## config.mk

```make
export PLATFORM = sky130hd
export DESIGN_NAME = imm_extend_pipe
export DESIGN_NICKNAME = d
export VERILOG_FILES = /design/src/rtl/imm_extend_pipe.sv
export SDC_FILE = /design/constraint.sdc
export NUM_CORES = 1
export LEC_CHECK = 0
export BUFFER_PORTS_ARGS = -buffer_cell sky130_fd_sc_hd__clkbuf_2
export CELL_PAD_IN_SITES_DETAIL_PLACEMENT = 0
export CELL_PAD_IN_SITES_GLOBAL_PLACEMENT = 1
export CORE_AREA = 2 2 98 100
export DETAILED_ROUTE_END_ITERATION = 6
export DIE_AREA = 0 0 100 102
export PLACE_DENSITY_LB_ADDON = 0.1
export SYNTH_ARGS = -nofsm -noshare
export SYNTH_HDL_FRONTEND = slang
export SYNTH_SLANG_ARGS = --single-unit
```

## constraint.sdc

```tcl
create_clock -name clk -period 4.05 [get_ports clk]
set_clock_uncertainty 0.05 [all_clocks]
set_input_delay 0 -clock clk [delete_from_list [all_inputs] [get_ports clk]]
set_output_delay 0 -clock clk [all_outputs]
set_load 0.01 [all_outputs]
```

## src/rtl/imm_extend_pipe.sv

```systemverilog
// imm_extend_pipe
//   Registered immediate extender for the decode path. An instruction word and
//   its immediate-select code arrive over a valid/ready handshake; the
//   sign-extended immediate is computed at the input, stored, and presented one
//   cycle later from registers. A main register (M) drives the outputs and a
//   skid register (K) absorbs one extra entry, so in_ready depends only on
//   registered state and never combinationally on out_ready.
//
// Ports
//   clk       : system clock, rising edge
//   reset     : asynchronous, active-high reset
//   flush     : synchronous flush, discards all held entries
//   in_valid  : instr/immsrc/in_tag valid this cycle
//   in_ready  : block can accept an entry this cycle
//   instr     : 32-bit instruction word
//   immsrc    : immediate format (000 I, 001 S, 010 B, 011 J, 100 U)
//   in_tag    : opaque side-band tag
//   out_valid : immext/out_tag/illegal valid
//   out_ready : consumer accepts the presented entry
//   immext    : XLEN-bit extended immediate
//   out_tag   : tag of the presented entry
//   illegal   : presented entry used an unsupported immsrc
module imm_extend_pipe #(
  parameter int unsigned XLEN  = 32,
  parameter int unsigned TAG_W = 8
) (
  input  logic             clk,
  input  logic             reset,
  input  logic             flush,
  input  logic             in_valid,
  output logic             in_ready,
  input  logic [31:0]      instr,
  input  logic [2:0]       immsrc,
  input  logic [TAG_W-1:0] in_tag,
  output logic             out_valid,
  input  logic             out_ready,
  output logic [XLEN-1:0]  immext,
  output logic [TAG_W-1:0] out_tag,
  output logic             illegal
);

  typedef enum logic [2:0] {
    SEL_I = 3'b000,
    SEL_S = 3'b001,
    SEL_B = 3'b010,
    SEL_J = 3'b011,
    SEL_U = 3'b100
  } imm_sel_e;

  // Main (output) register
  logic             m_valid;
  logic [XLEN-1:0]  m_imm;
  logic [TAG_W-1:0] m_tag;
  logic             m_ill;

  // Skid register
  logic             k_valid;
  logic [XLEN-1:0]  k_imm;
  logic [TAG_W-1:0] k_tag;
  logic             k_ill;

  // Extension computed at the input
  logic [63:0]      ext_full;
  logic [XLEN-1:0]  in_imm;
  logic             in_ill;
  logic             sgn;
  logic             accept;
  logic             m_free;

  // Always build the 64-bit form and keep the low XLEN bits; for XLEN=32 the
  // U-type result is simply {instr[31:12], 12'b0}.
  always_comb begin
    sgn      = instr[31];
    ext_full = '0;
    in_ill   = 1'b0;
    case (immsrc)
      SEL_I:   ext_full = {{52{sgn}}, instr[31:20]};
      SEL_S:   ext_full = {{52{sgn}}, instr[31:25], instr[11:7]};
      SEL_B:   ext_full = {{52{sgn}}, instr[7], instr[30:25], instr[11:8], 1'b0};
      SEL_J:   ext_full = {{44{sgn}}, instr[19:12], instr[20], instr[30:21], 1'b0};
      SEL_U:   ext_full = {{32{sgn}}, instr[31:12], 12'b0};
      default: begin
        ext_full = '0;
        in_ill   = 1'b1;
      end
    endcase
    in_imm = ext_full[XLEN-1:0];
  end

  assign in_ready  = !k_valid;
  assign accept    = in_valid && in_ready;
  // M can take a new entry when it is empty or being drained this edge
  assign m_free    = !m_valid || out_ready;

  assign out_valid = m_valid;
  assign immext    = m_imm;
  assign out_tag   = m_tag;
  assign illegal   = m_ill;

  always_ff @(posedge clk or posedge reset) begin
    if (reset) begin
      m_valid <= 1'b0;
      m_imm   <= '0;
      m_tag   <= '0;
      m_ill   <= 1'b0;
      k_valid <= 1'b0;
      k_imm   <= '0;
      k_tag   <= '0;
      k_ill   <= 1'b0;
    end else if (flush) begin
      m_valid <= 1'b0;
      k_valid <= 1'b0;
    end else if (m_free) begin
      if (k_valid) begin
        m_valid <= 1'b1;
        m_imm   <= k_imm;
        m_tag   <= k_tag;
        m_ill   <= k_ill;
        if (accept) begin
          k_imm <= in_imm;
          k_tag <= in_tag;
          k_ill <= in_ill;
        end
        k_valid <= accept;
      end else begin
        m_valid <= accept;
        if (accept) begin
          m_imm <= in_imm;
          m_tag <= in_tag;
          m_ill <= in_ill;
        end
        k_valid <= 1'b0;
      end
    end else if (accept) begin
      // M is stalled: the new entry waits in K behind it
      k_valid <= 1'b1;
      k_imm   <= in_imm;
      k_tag   <= in_tag;
      k_ill   <= in_ill;
    end
  end

endmodule

```

* After elaboration in Yosys (flattened, before gate mapping)
Cells that the tools add are included.
** Storage, ports and cells
- Bits in registers :: 84
- Input bits :: 48
- Output and inout port bits :: 43
- Logic and storage cells :: 49
** Operators by class
- Equality and inequality tests :: 5
- Mux-type cells :: 24
- Bitwise gates (word level) :: 1
- Reduce and logical (&&, ||, !) cells :: 11
** Operators with widths (number)
- 32-bit 2-to-1 mux :: 5
- 32-bit one-hot mux with 5 select lines :: 1
- 8-bit 2-to-1 mux :: 5
- 1-bit 2-to-1 mux :: 13
- 3-bit by 2-bit == test with 1-bit output (second input constant) :: 2
- 5-bit OR reduction :: 1
- 2-bit nonzero test :: 2
- 3-bit by 1-bit == test with 1-bit output (second input constant) :: 1
- 3-bit == test (second input constant) :: 1
- 3-bit zero test :: 1
- 3-bit AND reduction :: 1
- 3-bit nonzero test :: 1
- 1-bit zero test :: 2
- 2-bit != test (second input constant) :: 1
- 2-bit AND reduction :: 1
- 1-bit logical AND :: 1
- 1-bit logical OR :: 1
- 1-bit NOT :: 1

* Longest topological paths before layout
Gate-level depths: netlist (run 1).
- Depth after elaboration :: 6
- Mapped depth :: 6
- Depth with buffers taken out :: 4

* Least setup slack after synthesis (run 1)
No wires, ideal clock.
- Kind :: reg2reg
- Start :: reg m_valid (netlist: out_valid)
- End :: reg m_imm[2] (netlist: immext[2])
- Library setup time :: 0.126 ns
- Data arrival time :: 1.501 ns
- Required time :: 3.874 ns
- Setup slack :: 2.373 ns
- Cell stages (with the launch flop) :: 6
- Buffers on the path :: 2
- Period minus slack after synthesis :: 1.677 ns
- Cells stage by stage :: dfrtp_1 nor2b_1 or3_1 clkbuf_1 buf_6 a221o_1
** On the way
- Cells in the longest elaborated chain, start to end :: 3
** Ends and longest elaborated chain
- start: declaration :: line 51 : logic m_valid;
- start signal: assignment :: line 126 : m_valid <= accept;
- 1-bit zero test :: line 93 : assign m_free = !m_valid || out_ready;
- 1-bit logical OR :: line 93
- 3-bit AND reduction (no source line)
- end signal: assignment :: line 116 : m_imm <= k_imm;
- end signal: assignment :: line 128 : m_imm <= in_imm;
- end: declaration :: line 52 : logic [XLEN-1:0] m_imm;
Every way passes these cells.
A chain may end at the register's enable or synchronous reset.

* Final worst setup path (run 1)
- Start :: reg k_valid
- End :: reg m_imm[1] (netlist: immext[1])
** On the way
- Cells in the longest elaborated chain, start to end :: 4
- Elaborated cells on any way between the ends :: 5
- Classes of those cells :: mux (1); reduce/logical (4)
** Ends and longest elaborated chain
- start: declaration :: line 57 : logic k_valid;
- start signal: assignment :: line 124 : k_valid <= accept;
- 1-bit zero test :: line 90 : assign in_ready = !k_valid;
- 1-bit logical AND :: line 91 : assign accept = in_valid && in_ready;
- 2-bit nonzero test (no source line)
- 3-bit AND reduction (no source line)
Several ways; a longest one is shown, not always the timed one.

==> impl_metrics.csv, run 1 <==
group,metric,value,unit
power,power.total,0.00210,W
power,p_per_area,438,nW/um^2
layout,diodes,0,
floorplan,fp.dieH,102,um
setup_path,rr_startpoint,"k_valid",
global_routing,grt_pass1_wl,16100,um
layout,syn_to_final_growth,24.4,%
setup_path,reg2reg_slack,1.56,ns
routing,via_count,3215,
sta,finalCritPeriodShare,61.4,%
worst_hold_path,holdPathStages,3,
setup_path,end_kind,"register",
cts,clkSlewWorstSetupHoldPaths,0.09,ns
setup_path,path_max_fanout,51,
routing,final_antenna_net_count,0,
synth,yosysTopAreaCellShare,54.7,%
sta,fin_crit,2.49,ns
setup_path,crit_path_frequent_cell,"nor2_1",
setup_path,cp-start-kind,"register",
floorplan,dieWidth,100,um
power,power.leakage,2.25,nW
place,port_buffers,83,
synth,synth.avg_cell_area,9.34,sq um
synth,synth_fp_nets,460,
routing,vias_per_cell,5.19,
sta,max_slew_margin,36.4,%
setup_path,crit_start,"k_valid",
setup_path,crit_path_cell_trace,"nor2_1 > or3_2 > nor2_1 > a221o_1",
synth,synth_seq_cells,84,
cts,cts_root_buffer,"clkbuf_8",
sta,fin_setup_tns,0,ns
global_routing,grt_overflow_total,0,
routing,drcViolationCount,0,
floorplan,ios,91,
layout,finalNetCount,551,
synth,synth_area_leaders,"dfrtp_1, nand2_1, o21ai_0",
setup_path,cp-endpoint,"immext[1]",
place,gp_routability_congestion,0.800,
sta,worstMarginPinSlew,0.954,ns
global_routing,grt_max_degree,52,
synth,syn_area,3850,sq um
routing,wl,9730,um
routing,avgRoutedWirePerCell,15.7,um
cts,numCtsBuffers,9,
cts,clock-sinks,84,
sta,hold_viol_final,0,
run_status,status,"completed",
setup_path,reg2reg_to,"immext[1]",
floorplan,initial_core_util,42.2,%
setup_path,critPathSlowestCell,"or3_2",
routing,drt_iter0_markers,90,
setup_path,slowest_delay,0.82,ns
floorplan,die-area,10200,sq um
setup_path,ff2ff_path_depth,4,
routing,drtPass1Iterations,5,
setup_path,crit_arrival,2.67,ns
synth,ys_seq_area_share,54.7,%
sta,rsz0062_at_grt,"false",
power,ir_worst_vdd,182,uV
floorplan,rows,35,
setup_path,required,4.24,ns
sta,slew_viol_final,0,
synth,ys_types,30,
cts,h-tree-depth,3,
setup_path,path_class,"register to register",
sta,clock.fmax,402,MHz
global_routing,antenna_found_initial,0,
cts,clk_latency,0.35,ns
place,hpwl,6220,um
cts,cts_tree,"yes",
synth,syn-instance-count,412,
global_routing,grt_util_all_layers,20.1,%
synth,synth_warnings,0,
synth,yosysTopAreaCell,"dfrtp_1",
flow_run,maxCapViolCount,0,
floorplan,core,9110,sq um
global_routing,first_global_vias,3178,
layout,final_layout_size_suffix_gt1_share,24.4,%
worst_hold_path,min-delay-path-class,"primary input to register",
sta,finalSetupViolations,0,
cts,clock_path_buffers,2,
[cells by family (layout without fill, tap and decap cells)]
kind of cell / Yosys count / in the layout / synth area share (%)
DFF: 84 / 84 / 54.7
and+or+nand+nor: 130 / 130 / 14.6
AOI/OAI and AO/OA: 136 / 136 / 19.7
xor gates and xnor gates: 2 / 2 / 0.456
buffers and inverters: 36 / 132 / 3.97
muxes: 24 / 24 / 6.67
[final cells by class]
class	count	area (sq um)
Multi-Input combinational cell	292	1610
Clock inverter	6	88.8
Inverter	2	8.76
Sequential cell	84	2100
Tap cell	111	139
Clock buffer	10	128
Fill cell	886	4320
Timing Repair Buffer	114	711
[synth_stat cells]
cell and number:
buf_6 1, xor2_1 1, nand2b_1 7, a31oi_1 8, o21ai_0 66, a21oi_1 40, nor2b_1 4, mux2_2 13
nor3_1 2, nand2_1 91, a211oi_1 1, o211ai_1 8, mux2i_1 11, o21a_1 8, inv_1 2, or2_2 1
o41ai_1 1, clkbuf_1 24, and3_1 4, buf_1 1, xnor2_1 1, nor3b_1 1, buf_2 8, nor3b_2 1
dfrtp_1 84, nor4_1 1, or3_1 1, nand3_1 10, a221o_1 4, nor2_1 7
[how the worst min path moves through the flow]
stage / from / to
detailed placement: reset / immext[7]
floorplan: flush / out_valid
CTS: instr[19] / k_imm[19]
global route: instr[12] / k_imm[12]
global placement: reset / immext[5]
finish: instr[7] / k_imm[0]
[power breakdown]
part / switching [W] / total (W) / internal [W]
Sequential: 0.0000750 / 0.00106 / 0.000983
Clock: 0.000309 / 0.000657 / 0.000348
Combinational: 0.000213 / 0.000383 / 0.000170
[stage by stage]
stage,setup slack [ns],std cells,hold slack [ns],area (sq um),util (%)
detailed placement,1.55,578,0.0418,4320,47.4
floorplan,1.83,412,0.0131,3850,-
global placement,1.58,578,0.0473,4320,47.4
finish,1.56,619,0.0495,4780,52.5
global route,1.32,619,0.0667,4780,52.5
CTS,1.52,619,0.0337,4780,52.5
[registers in the layout, indices dropped and copies added, names as in the netlist]
register,flops
k_ill,1
k_tag,8
illegal,1
out_tag,8
k_imm,32
out_valid,1
immext,32
k_valid,1
[worst max-delay path: cells and delay by family (launching register included)]
family | cells | cell delay, ns
AO/OA/AOI/OAI | 1 | 0.36
flip-flops | 1 | 0.60
AND/OR/NAND/NOR | 3 | 1.35
[per-layer routing]
layer | wire length, um | up-vias | track usage [%]
met3 | 373 | 9 | 2.87
li1 | - | 1614 | -
met1 | 4810 | 1523 | 28.2
met2 | 4400 | 69 | 31.5
met5 | 0 | - | 0
met4 | 138 | 0 | 8.43
[cells in the final DEF (no fill, tap or decap), drive strengths merged]
cell type,instances
or3,1
nor2,7
o21ai,66
o21a,8
mux2i,11
xor2,1
a31oi,8
clkinv,3
nor3,2
clkinvlp,2
or2,1
o41ai,1
a21oi,40
dfrtp,84
bufinv,2
nor3b,2
nor2b,4
buf,6
and3,4
nand3,10
mux2,13
a221o,4
a211oi,1
o211ai,8
xnor2,1
dlygate4sd3,25
nand2,91
nor4,1
nand2b,7
inv,1
clkbuf,93
[repair_timing]
action | 4_1_cts | 5_1_grt
hold buffers | 25 | 0
setup buffers | 0 | 0
gates resized for setup | 0 | 0
endpoints found under the hold margin | 86 | 0
No activity file was read; power rests on OpenSTA's default activity.
==> run 2, diff against run 1 <==
CORE_AREA = 2 2 107 109   (was 2 2 98 100)
DIE_AREA = 0 0 109 111   (was 0 0 100 102)
clock period = 2.2 ns   (was 4.05 ns; I/O delays follow)
==> run 2 against run 1 <==
Effect of this change:
- final cell count rose by 6.3%
- worst setup slack worse by 1.3 ns
- critical path depth increased by 1
- flip-flop and latch count unchanged
- critical endpoint is now immext[12]
- largest power group unchanged
- highest routed layer unchanged
==> impl_metrics.csv, run 2 (same netlist as run 1, synthesis figures left out) <==
group,metric,value,unit
routing,drcViolationCount,0,
sta,slew_viol_final,0,
setup_path,critPathSlowestCell,"or3_2",
setup_path,path_class,"register to register",
floorplan,rows,39,
cts,clkSlewWorstSetupHoldPaths,0.06,ns
place,port_buffers,83,
sta,clock.fmax,529,MHz
setup_path,path_max_fanout,29,
layout,final_layout_size_suffix_gt1_share,25.2,%
cts,post_cts_buffers,0,
cts,cts_hold_buf,25,
sta,fin_setup_tns,0,ns
worst_hold_path,min-delay-path-class,"primary input to register",
cts,clk_latency,0.34,ns
layout,multi_input_area,1610,sq um
flow_run,maxCapViolCount,0,
power,power.leakage,2.34,nW
layout,seq_area,2100,sq um
sta,fin_crit,1.89,ns
routing,drt_iter0_markers,128,
power,p_per_area,858,nW/um^2
routing,via_count,3310,
global_routing,grt_pass1_wl,17100,um
floorplan,dieWidth,109,um
layout,final_cell_mix,"nand2_1, dfrtp_1, clkbuf_2",
sta,hold_viol_final,0,
routing,final_antenna_net_count,0,
routing,wl,10200,um
cts,h-tree-depth,3,
sta,finalCritPeriodShare,86.0,%
sta,max_slew_margin,65.1,%
layout,finalNetCount,558,
global_routing,grt_util_all_layers,18.4,%
sta,finalSetupViolations,0,
global_routing,antenna_found_initial,0,
layout,layout_commonest_cell,"nand2_1",
cts,numCtsBuffers,9,
cts,cts_root_buffer,"clkbuf_16",
cts,clock_path_buffers,2,
floorplan,ios,91,
routing,vias_per_cell,5.03,
cts,clock-sinks,84,
setup_path,crit_arrival,2.05,ns
place,gp_routability_congestion,0.782,
sta,worstMarginPinSlew,0.522,ns
layout,instances_no_fill,658,
setup_path,slowest_delay,0.65,ns
sta,rsz0062_at_grt,"false",
setup_path,end_kind,"register",
setup_path,crit_path_cell_trace,"nor2b_1 > or3_2 > buf_4 > nand2_1 > o211ai_1",
global_routing,grt_max_degree,85,
place,hpwl,6730,um
layout,diodes,0,
run_status,status,"completed",
power,ir_worst_vdd,381,uV
cts,cts_resized,0,
setup_path,cp-start-kind,"register",
global_routing,grt_overflow_total,0,
routing,avgRoutedWirePerCell,15.6,um
global_routing,first_global_vias,3256,
place,dp.cells,617,
floorplan,core,11100,sq um
floorplan,fp.dieH,111,um
setup_path,required,2.35,ns
floorplan,initial_core_util,34.7,%
layout,fillerInstances,1101,
layout,syn_to_final_growth,30.2,%
routing,drtPass1Iterations,4,
floorplan,die-area,12100,sq um
cts,cts_tree,"yes",
==> run 2: changes by cell type in the layout (fill, tap and decap cells not counted) <==
cell	before	now
clkbuf_1	1	2
clkbuf_8	9	1
clkinv_4	1	0
clkbuf_16	0	9
buf_4	6	11
clkinv_2	2	1
buf_12	0	2
==> run 2: worst paths after layout <==
check	from	endpoint	slack, ns	cells after the start
min	instr[7]	k_imm[0]	0.03	3
min in group asynchronous	reset	out_tag[1]	0.28	4
min reg2reg	immext[7]	immext[7]	0.42	2
max in group asynchronous	reset	immext[14]	1.45	4
max reg2reg	out_valid	immext[12]	0.31	5
max	out_valid	immext[12]	0.31	5
==> run 2: layout make-up <==
type / instances / share of cell area (%)
Sequential cell: 84 / 42.0
Multi-Input combinational cell: 292 / 32.1
Timing Repair Buffer: 121 / 15.7
Clock buffer: 12 / 4.92
Tap cell: 143 / 3.57
Clock inverter: 4 / 1.45
Inverter: 2 / 0.225
==> run 2: through the flow <==
stage / total power [W] / hold WS [ns] / cell area (sq um) / worst slack, ns / utilization (%)
2_1_floorplan: 0.00238 / 0.0131 / 3850 / 0.523 / -
3_3_place_gp: 0.00266 / 0.114 / 4440 / 0.320 / 40.1
3_5_place_dp: 0.00269 / 0.120 / 4440 / 0.284 / 40.1
4_1_cts: 0.00437 / 0.0216 / 5010 / 0.271 / 45.2
5_1_grt: 0.00455 / 0.0583 / 5010 / 0.178 / 45.2
6_report: 0.00429 / 0.0309 / 5010 / 0.308 / 45.2
==> run 2: power breakdown <==
part           internal, W  switching [W]  total (W)
combinational     0.000324       0.000395   0.000719
sequential         0.00181       0.000141    0.00195
clock              0.00102       0.000597    0.00162
total              0.00316        0.00113    0.00429
==> run 2: critical path: cells and delay by family (launching register included) <==
kind | cells | cell delay (ns)
AND/OR/NAND/NOR | 3 | 0.93
buffers and inverters | 1 | 0.31
AO/OA/AOI/OAI | 1 | 0.09
flip-flops | 1 | 0.39
==> run 2: metal layers <==
layer | wire (um) | vias up | track usage (%)
li1 | - | 1628 | -
met1 | 4760 | 1608 | 25.8
met2 | 4950 | 65 | 28.4
met3 | 370 | 9 | 2.94
met4 | 165 | 0 | 7.18
met5 | 0 | - | 0
